**src/rtl/mcdt_pkg.sv**
```systemverilog
// Shared constants and types for the MCDT link: channel count, id encoding
// and margin width used by the receive demultiplexer.
package mcdt_pkg;
   localparam int NUM_CH   = 3;
   localparam int ID_W     = 2;
   localparam int MARGIN_W = 6;

   typedef logic [ID_W-1:0] ch_id_t;

   localparam ch_id_t ID_ILLEGAL = 2'd3;
endpackage

```
**src/rtl/mcdt_rx_fifo.sv**
```systemverilog
// Per-channel synchronous FIFO with a registered head word, so data_o is
// reset to zero and holds its last value while the FIFO is empty.
module mcdt_rx_fifo
   import mcdt_pkg::*;
#(
   parameter int DEPTH = 32,
   parameter int DW    = 32,
   localparam int AW   = $clog2(DEPTH),
   localparam int CW   = AW + 1
) (
   input  logic                clk_i,
   input  logic                rstn_i,
   input  logic                push_i,
   input  logic                pop_i,
   input  logic [DW-1:0]       data_i,
   output logic [DW-1:0]       data_o,
   output logic [CW-1:0]       count_o,
   output logic                full_o,
   output logic                empty_o,
   output logic [MARGIN_W-1:0] margin_o
);
   logic [DW-1:0] mem_q [DEPTH];
   logic [AW-1:0] rd_ptr_q, rd_ptr_d, wr_ptr_q, wr_ptr_d;
   logic [CW-1:0] count_q, count_d;
   logic [DW-1:0] data_q, data_d;
   logic          do_push, do_pop;

   assign empty_o  = (count_q == '0);
   assign full_o   = (count_q == CW'(DEPTH));
   assign do_pop   = pop_i && !empty_o;
   assign do_push  = push_i && (!full_o || do_pop);
   assign count_o  = count_q;
   assign data_o   = data_q;
   assign margin_o = MARGIN_W'(DEPTH) - MARGIN_W'(count_q);

   always_comb begin
      rd_ptr_d = rd_ptr_q + AW'(do_pop);
      wr_ptr_d = wr_ptr_q + AW'(do_push);
      count_d  = count_q + CW'(do_push) - CW'(do_pop);
      data_d   = data_q;
      // A push lands at the new head only when nothing older remains.
      if (do_push && (count_q == CW'(do_pop)))
         data_d = data_i;
      else if (count_d != '0)
         data_d = mem_q[rd_ptr_d];
   end

   always_ff @(posedge clk_i) begin
      if (rstn_i && do_push)
         mem_q[wr_ptr_q] <= data_i;
   end

   always_ff @(posedge clk_i) begin
      if (!rstn_i) begin
         rd_ptr_q <= '0;
         wr_ptr_q <= '0;
         count_q  <= '0;
         data_q   <= '0;
      end else begin
         rd_ptr_q <= rd_ptr_d;
         wr_ptr_q <= wr_ptr_d;
         count_q  <= count_d;
         data_q   <= data_d;
      end
   end
endmodule

```
**src/rtl/mcdt_rx.sv**
```systemverilog
// MCDT receiver: demultiplexes the merged stream by id into three FIFOs,
// counting overflow and illegal-id words as drops.
module mcdt_rx
   import mcdt_pkg::*;
#(
   parameter int DEPTH = 32,
   parameter int DW    = 32
) (
   input  logic                clk_i,
   input  logic                rstn_i,
   input  logic [DW-1:0]       mcdt_data_i,
   input  logic                mcdt_val_i,
   input  logic [ID_W-1:0]     mcdt_id_i,
   output logic [DW-1:0]       ch0_data_o,
   output logic                ch0_valid_o,
   input  logic                ch0_ready_i,
   output logic [MARGIN_W-1:0] ch0_margin_o,
   output logic [DW-1:0]       ch1_data_o,
   output logic                ch1_valid_o,
   input  logic                ch1_ready_i,
   output logic [MARGIN_W-1:0] ch1_margin_o,
   output logic [DW-1:0]       ch2_data_o,
   output logic                ch2_valid_o,
   input  logic                ch2_ready_i,
   output logic [MARGIN_W-1:0] ch2_margin_o,
   output logic [15:0]         drop_cnt_o,
   output logic                err_id_o
);
   localparam int CW = $clog2(DEPTH) + 1;

   logic [NUM_CH-1:0]                rdy, vld, full, empty, hit, pop, push;
   logic [NUM_CH-1:0][DW-1:0]        dout;
   logic [NUM_CH-1:0][CW-1:0]        cnt;
   logic [NUM_CH-1:0][MARGIN_W-1:0]  margin;
   logic [15:0]                      drop_q, drop_d;
   logic                             err_q, err_d, bad_id, drop;

   assign rdy = {ch2_ready_i, ch1_ready_i, ch0_ready_i};

   for (genvar g = 0; g < NUM_CH; g++) begin : g_ch
      assign hit[g]  = mcdt_val_i && (mcdt_id_i == ch_id_t'(g));
      assign pop[g]  = rdy[g] && !empty[g];
      // Full FIFO still accepts when its head leaves in the same cycle.
      assign push[g] = hit[g] && (!full[g] || pop[g]);
      assign vld[g]  = (cnt[g] != '0);

      mcdt_rx_fifo #(.DEPTH(DEPTH), .DW(DW)) u_fifo (
         .clk_i    (clk_i),
         .rstn_i   (rstn_i),
         .push_i   (push[g]),
         .pop_i    (pop[g]),
         .data_i   (mcdt_data_i),
         .data_o   (dout[g]),
         .count_o  (cnt[g]),
         .full_o   (full[g]),
         .empty_o  (empty[g]),
         .margin_o (margin[g])
      );
   end

   assign bad_id = mcdt_val_i && (mcdt_id_i == ID_ILLEGAL);
   assign drop   = bad_id || |(hit & ~push);

   always_comb begin
      drop_d = drop_q;
      if (drop && (drop_q != 16'hFFFF))
         drop_d = drop_q + 16'd1;
      err_d = err_q || bad_id;
   end

   always_ff @(posedge clk_i) begin
      if (!rstn_i) begin
         drop_q <= '0;
         err_q  <= 1'b0;
      end else begin
         drop_q <= drop_d;
         err_q  <= err_d;
      end
   end

   assign ch0_data_o   = dout[0];
   assign ch1_data_o   = dout[1];
   assign ch2_data_o   = dout[2];
   assign ch0_valid_o  = vld[0];
   assign ch1_valid_o  = vld[1];
   assign ch2_valid_o  = vld[2];
   assign ch0_margin_o = margin[0];
   assign ch1_margin_o = margin[1];
   assign ch2_margin_o = margin[2];
   assign drop_cnt_o   = drop_q;
   assign err_id_o     = err_q;
endmodule
```
**config.mk**
```make
export PLATFORM = sky130hd
export DESIGN_NAME = mcdt_rx
export DESIGN_NICKNAME = d
export VERILOG_FILES = /design/src/rtl/mcdt_pkg.sv /design/src/rtl/mcdt_rx_fifo.sv /design/src/rtl/mcdt_rx.sv
export SDC_FILE = /design/constraint.sdc
export NUM_CORES = 2
export LEC_CHECK = 0
export CAP_MARGIN = 5
export CORE_AREA = 2 2 486 440
export DETAILED_ROUTE_END_ITERATION = 16
export DIE_AREA = 0 0 488 442
export HOLD_SLACK_MARGIN = 0.15
export PLACE_DENSITY = 0.77
export RECOVER_POWER = 100
export SYNTH_ARGS = -nofsm -noshare
export SYNTH_HDL_FRONTEND = slang
export SYNTH_SLANG_ARGS = --single-unit
```
**constraint.sdc**
```tcl
create_clock -name clk_i -period 8.2 [get_ports clk_i]
set_input_delay 0.82 -clock clk_i [delete_from_list [all_inputs] [get_ports clk_i]]
set_output_delay 0.82 -clock clk_i [all_outputs]
set_load 0.02 [all_outputs]
```
== Word-level counts from Yosys, hierarchy flattened ==
Memories as Yosys holds them, arrays and structs flattened.
Index checks and enable logic that the tools add are counted.

* Equality and inequality tests: 10
* Reductions and logical operators: 51
* Muxes and demuxes: 12
* Add/subtract/negate cells: 16
* Bitwise logic cells: 2

{| class="wikitable"
|+ Operators with widths
! kind !! number
|-
| two-way mux 32 bit || 6
|-
| nonzero test 6 bit || 6
|-
| adder 5 x 1 -> 5 bit || 6
|-
| logical AND 1 bit || 23
|-
| adder 6 x 1 -> 6 bit || 3
|-
| == test 6 x 1 -> 1 bit || 3
|-
| == test 6 bit, second input constant || 3
|-
| logical NOT 6 bit || 3
|-
| subtractor 6 x 1 -> 6 bit || 3
|-
| subtractor 6 bit, first input constant || 3
|-
| adder 16 x 1 -> 16 bit, second input constant || 1
|-
| inequality test 16 bit, second input constant || 1
|-
| logical OR 1 bit || 8
|-
| logical NOT 1 bit || 6
|-
| two-way mux 1 bit || 6
|-
| nonzero test 2 bit || 3
|-
| == test 2 bit, second input constant || 2
|-
| AND 3 bit || 1
|-
| NOT 3 bit || 1
|-
| OR reduction 3 bit || 1
|-
| == test 2 x 1 -> 1 bit, second input constant || 1
|-
| logical NOT 2 bit || 1
|}

* Input port bits: 40
* Bits in writable memories: 3072
* Logic and storage cells: 108
* Flip-flop bits (word level): 161
* Output and inout bits: 134
* Memories kept: 3

{| class="wikitable"
|+ Memories
! memory !! words !! width !! read ports !! clocked after memory_dff !! write ports !! RTL line !! RTL
|-
| g_ch[0].u_fifo.mem_q || 32 || 32 || 1 || 0 || 1 || mcdt_rx_fifo.sv:22 || <nowiki>logic [DW-1:0] mem_q [DEPTH];</nowiki>
|-
| g_ch[1].u_fifo.mem_q || 32 || 32 || 1 || 0 || 1 || mcdt_rx_fifo.sv:22 ||
|-
| g_ch[2].u_fifo.mem_q || 32 || 32 || 1 || 0 || 1 || mcdt_rx_fifo.sv:22 ||
|}

== Longest topological paths before layout ==
* Depth after elaboration: 11
* Gate-level depth with buffers: 17
* Mapped depth without buffers: 15

== By module ==
From an unflattened synthesis, not the netlist that was laid out.

* Cells, all modules: 6334
* Area total of the unflattened synthesis: 126123.5 µm²

{| class="wikitable"
|+ By module, submodules not included
! module !! instances !! seq. area each (µm²) !! area each (µm²) !! cells an instance
|-
| mcdt_rx_fifo at g_ch[1].u_fifo || 1 || 31710.4 || 41757.5 || 1989
|-
| mcdt_rx_fifo at g_ch[0].u_fifo || 1 || 31710.4 || 41621.2 || 2061
|-
| mcdt_rx_fifo at g_ch[2].u_fifo || 1 || 31710.4 || 41617.4 || 2155
|-
| mcdt_rx || 1 || 340.3 || 1127.3 || 129
|}

== Least setup slack after synthesis ==
OpenSTA, ideal clock, no wires.

* Kind: input port to flip-flop
* Start point: input mcdt_id_i[0]
* End point: memory g_ch[0].u_fifo.mem_q[12][0] (enable)
* Library setup time: 421 ps
* Setup slack: 4307 ps
* Data arrival time: 3472 ps
* Stages: 6
* Cells stage by stage: or3b_1 -> a21oi_1 -> nand2_1 -> or3_1 -> clkbuf_1 -> nor2_1

* Longest elaborated chain between the ends: 7

{| class="wikitable"
|+ Ends and longest elaborated chain
! item !! RTL line !! RTL
|-
| start, declared || mcdt_rx.sv:13 || <nowiki>input logic [ID_W-1:0] mcdt_id_i,</nowiki>
|-
| logical NOT 2 bit || mcdt_rx.sv:41 || <nowiki>assign hit[g] = mcdt_val_i && (mcdt_id_i == ch_id_t'(g));</nowiki>
|-
| logical AND 1 bit || mcdt_rx.sv:41 ||
|-
| logical AND 1 bit || mcdt_rx.sv:44 || <nowiki>assign push[g] = hit[g] && (!full[g] || pop[g]);</nowiki>
|-
| logical AND 1 bit || mcdt_rx_fifo.sv:31 || <nowiki>assign do_push = push_i && (!full_o || do_pop);</nowiki>
|-
| logical AND 1 bit || mcdt_rx_fifo.sv:49 || <nowiki>if (rstn_i && do_push)</nowiki>
|-
| two-way mux 1 bit || mcdt_rx_fifo.sv:49 ||
|-
| two-way mux 1 bit (implied by the code) || mcdt_rx_fifo.sv:50 || <nowiki>mem_q[wr_ptr_q] <= data_i;</nowiki>
|-
| end, declared || mcdt_rx_fifo.sv:22 ||
|}

Every way passes these cells.

== Worst setup path after layout ==
* Start point: register g_ch[0].u_fifo.count_q[1]
* End point: register g_ch[0].u_fifo.data_q[13]

* Elaborated cells on any way between the ends: 20
* Those cells by class: add/sub (3); eq/ne (2); mux (2); reduce/logical (12); memory (1)

{| class="wikitable"
|+ RTL lines
! item !! RTL line !! RTL
|-
| start, declared || mcdt_rx_fifo.sv:24 || <nowiki>logic [CW-1:0] count_q, count_d;</nowiki>
|-
| start signal, assigned || mcdt_rx_fifo.sv:62 || <nowiki>count_q <= count_d;</nowiki>
|-
| logical NOT 6 bit (*) || mcdt_rx_fifo.sv:28 || <nowiki>assign empty_o = (count_q == '0);</nowiki>
|-
| logical NOT 1 bit (*) || mcdt_rx_fifo.sv:30, mcdt_rx.sv:42 ||
|-
| logical AND 1 bit || mcdt_rx.sv:42 || <nowiki>assign pop[g] = rdy[g] && !empty[g];</nowiki>
|-
| logical AND 1 bit (*) || mcdt_rx_fifo.sv:30 || <nowiki>assign do_pop = pop_i && !empty_o;</nowiki>
|-
| adder 5 x 1 -> 5 bit (*) || mcdt_rx_fifo.sv:37 || <nowiki>rd_ptr_d = rd_ptr_q + AW'(do_pop);</nowiki>
|-
| net g_ch[0].u_fifo.rd_ptr_d[0] || mcdt_rx_fifo.sv:23 || <nowiki>logic [AW-1:0] rd_ptr_q, rd_ptr_d, wr_ptr_q, wr_ptr_d;</nowiki>
|-
| memory read (32 x 32 bit) (*) || n/a ||
|-
| two-way mux 32 bit (*) || mcdt_rx_fifo.sv:44 || <nowiki>else if (count_d != '0)</nowiki>
|-
| two-way mux 32 bit (*) || mcdt_rx_fifo.sv:42 || <nowiki>if (do_push && (count_q == CW'(do_pop)))</nowiki>
|-
| end signal, assigned || mcdt_rx_fifo.sv:63 || <nowiki>data_q <= data_d;</nowiki>
|-
| end, declared || mcdt_rx_fifo.sv:25 || <nowiki>logic [DW-1:0] data_q, data_d;</nowiki>
|}

Mark *: on every way through the listed nets, which the timed path passes. The rest lies on a longest branch. The select of a mux whose other input is x is not followed.
A chain may end at the register's enable or synchronous reset.

==> summary.md <==
| Metric | Value |
|---|---|
| PwrDens | 328 mW/mm^2 |
| Num rows | 160 |
| Syn nets | roughly 6.1k |
| Net Switching | around 0.013 W |
| Leading area contributor after synthesis | edfxtp_1 |
| Fraction of registers with async set/reset | 0 |
| Largest net degree at the start of global routing | 104 |
| Synth Warn # | 0 |
| Mapped Cells | just under 6k |
| Post-route cell area | 0.141 sq mm |
| Root Buffer | clkbuf_16 |
| LEAKAGE | around 43 nW |
| Number of DRC markers in iteration 0 | about 10k |
| Avg Inst Size Synth | around 21 sq um |
| Synth Flop Type | edfxtp_1 |
| Vias in the first global route | 64.1k |
| Clock power frac | 0.314 |
| Sequential share of the synthesized area | 0.760 |
| Clock skew | ~60 ps |
| Int Pwr | roughly 0.033 W |
| Failing checks | capacitance limit, slew limit |
| Critical Path AT | about 6900 ps |
| Fillcell total | about 13k |
| WS Path Type | flop to flop |
| Max clock buf depth | 4 |
| Distinct cell type count after synthesis | 75 |
| Most common cell in the synthesized netlist | edfxtp_1 |
| Startpoint Class | flop |
| Synthesis-stage register bit count | roughly 3.2k |
| DR pass1 iterations | 6 |
| CP Capture Type | flop |
| Fraction of layout cells with a size suffix above 1 | 0.212 |
| DP Area | approximately 0.13 sq mm |
| CTS-repair resized insts | 0 |
| Unrepaired setup endpoints after global routing | false |
| Max cap viols | ~170 |
| Chip Width | around 490 um |
| Post-synth top cells | edfxtp_1, mux4_2, nand2_1, nor2_1, dfxtp_1 |
| Initial antenna violation count | 22 |
| Synth top area cells | edfxtp_1, mux4_2, dfxtp_1 |
| Input/output buffers | approximately 170 |
| Worst-path fanout max | 44 |
| Skew-Pair Late Insertion Delay | about 950 ps |
| Required time worst endpoint | around 8900 ps |
| Ports | approximately 170 |
| Global-route wire length before repair | between 400,000 and 500,000 um |
| Min Tclk post-route | a little over 6000 ps |
| Status | finished, violations left |
| Gr usage total | 0.295 |
| Vias per cell | roughly 6.8 |
| Inserted Clock Buffers | approximately 320 |
| DRT antenna net count | 0 |
| Final Power | 0.0462 W |
| Switch share | 0.291 |
| HP Class | flop to flop |
| Chip Height | around 440 um |
| Final setup violating endpoints | 0 |
| Clock Sinks | approximately 3.2k |
| Count of flip-flops with a built-in enable after synthesis | 3,072 |
| WL per Instance | about 34 um |
| Combinational group share of total power | 0.281 |
| # nets final | around 6.4k |
| Core area | ~0.21 sq mm |
| Final WL | ~320,000 um |
| Seq pwr share | 0.405 |
| DP HPWL | between 150,000 and 200,000 um |
| Total Neg Setup Slack | 0 ps |
| GP Congestion | 0.876 |
| Slew margin rel. | -2.37 |
| Final Hold Fails | 0 |
| Yosys top cell area share | 0.734 |
| CTS H-tree lvls | 5 |
| Period utilisation layout | 0.746 |
| Clock tree from TritonCTS | yes |
| GRT Residual Overflow | 0 |
| Synth-to-Final Area Change | 11.8% |
| Actual slew at the worst max-slew pin | around 5100 ps |
| Synthesized area | about 0.13 sq mm |
| Initial Utilization | 0.597 |
| Max-slew violations | 6,418 |
| Routed vias | approximately 64k |
| Clock slew seen by the registers of the worst setup and hold paths | 60 ps |
| Die footprint | roughly 0.22 sq mm |
| Worst vdd rail ir drop | ~0.33 mV |
| Residual DRC count | 0 |
| Fmax | between 150 and 200 MHz |
[routing by layer]
layer	vias up	global-route usage	part of all wire
li1	25463	-	-
met1	33206	0.417	0.36
met2	4227	0.455	0.48
met3	637	0.0671	0.12
met4	6	0.114	0.044
met5	-	0	0.00025
[registers in the layout, indices dropped and copies added (netlist names)]
signal	count
drop_cnt_o	16
g_ch.u_fifo.mem_q	3072
g_ch.u_fifo.rd_ptr_q	15
err_id_o	1
g_ch.u_fifo.data_o	96
g_ch.u_fifo.count_o	18
g_ch.u_fifo.wr_ptr_q	15
[kinds of logic (layout without fill, tap and decap cells)]
logic type                 after synthesis  after routing  share of synthesized area
muxes                                  927            927                      0.156
AOI/OAI and AO/OA                      404            404                     0.0263
buffers and inverters                  411            965                     0.0161
DFF                                   3233           3233                      0.760
other                                    0              9                          0
xor gates and xnor gates                61             61                    0.00452
adders and majority gates               52             52                    0.00536
and+or+nand+nor                        870            870                     0.0322
[critical path, cell delays in order (launching register included)]
cell and delay [ps]:
dfxtp_1 330, inv_1 150, ha_1 260, nand3_1 120, and2_0 250, ha_1 1680
clkbuf_2 1450, mux4_2 690, a211oi_1 260, a31oi_1 150, a32oi_1 390, a21oi_1 140
[power by group through the flow]
stage	Sequential [W]	Combinational, W	Clock (W)
floorplan	0.0191	0.00905	0
global placement	0.0190	0.0129	0
detailed placement	0.0190	0.0130	0
CTS	0.0186	0.0132	0.0146
global route	0.0187	0.0137	0.0152
finish	0.0187	0.0130	0.0145
[final timing paths]
| check | startpoint | to | slack (ps) | cells past startpoint |
|---|---|---|---|---|
| setup / recovery | g_ch[0].u_fifo.count_o[1] | g_ch[0].u_fifo.data_o[13] | 2080 | 11 |
| hold / removal | err_id_o | err_id_o | 470 | 2 |
| setup reg to reg | g_ch[0].u_fifo.count_o[1] | g_ch[0].u_fifo.data_o[13] | 2080 | 11 |
| hold reg to reg | err_id_o | err_id_o | 470 | 2 |
[cell type report]
type                            count  area [sq um]  share of cell area
Sequential cell                  3233         95500               0.679
Multi-Input combinational cell   2314         28500               0.203
Clock buffer                      380          8490              0.0604
Tap cell                         2835          3550              0.0252
Timing Repair Buffer              342          2530              0.0180
Clock inverter                    181          1750              0.0124
Inverter                           62           238             0.00169
Antenna cell                        9          22.5            0.000160
[cells in the final DEF (no fill, tap or decap), drive strengths merged, types with 19 or more instances in the layout]
master | netlist | final
a211oi | 40 | 40
a21oi | 29 | 29
a221oi | 22 | 22
a22oi | 22 | 22
a311oi | 50 | 50
a31oi | 36 | 36
a32o | 23 | 23
a32oi | 59 | 59
and2 | 55 | 55
buf | 194 | 60
bufinv | 0 | 33
clkbuf | 155 | 520
clkinv | 1 | 126
dfxtp | 161 | 161
dlygate4sd3 | 0 | 137
edfxtp | 3072 | 3072
ha | 49 | 49
inv | 61 | 67
mux2i | 105 | 105
mux4 | 822 | 822
nand2 | 333 | 333
nand3 | 58 | 58
nand3b | 28 | 28
nor2 | 208 | 208
nor3 | 72 | 72
o211ai | 34 | 34
o21ai | 19 | 19
o31ai | 21 | 21
or3 | 29 | 29
xnor2 | 47 | 47
[what timing repair did]
action,CTS,global route
endpoints found under the hold margin,8,0
buffers inserted,0,0
hold buffers,2,0
[through the flow]
stage,hold WS (ps),instances,setup slack (ps),util
after floorplan,541,5958,4310,-
after global placement,455,8784,2300,0.625
after detailed placement,460,8784,2270,0.625
after CTS,191,9347,3200,0.673
after global routing,476,9350,1560,0.668
final,466,9356,2080,0.668
Power figures use the tool's default switching activity.
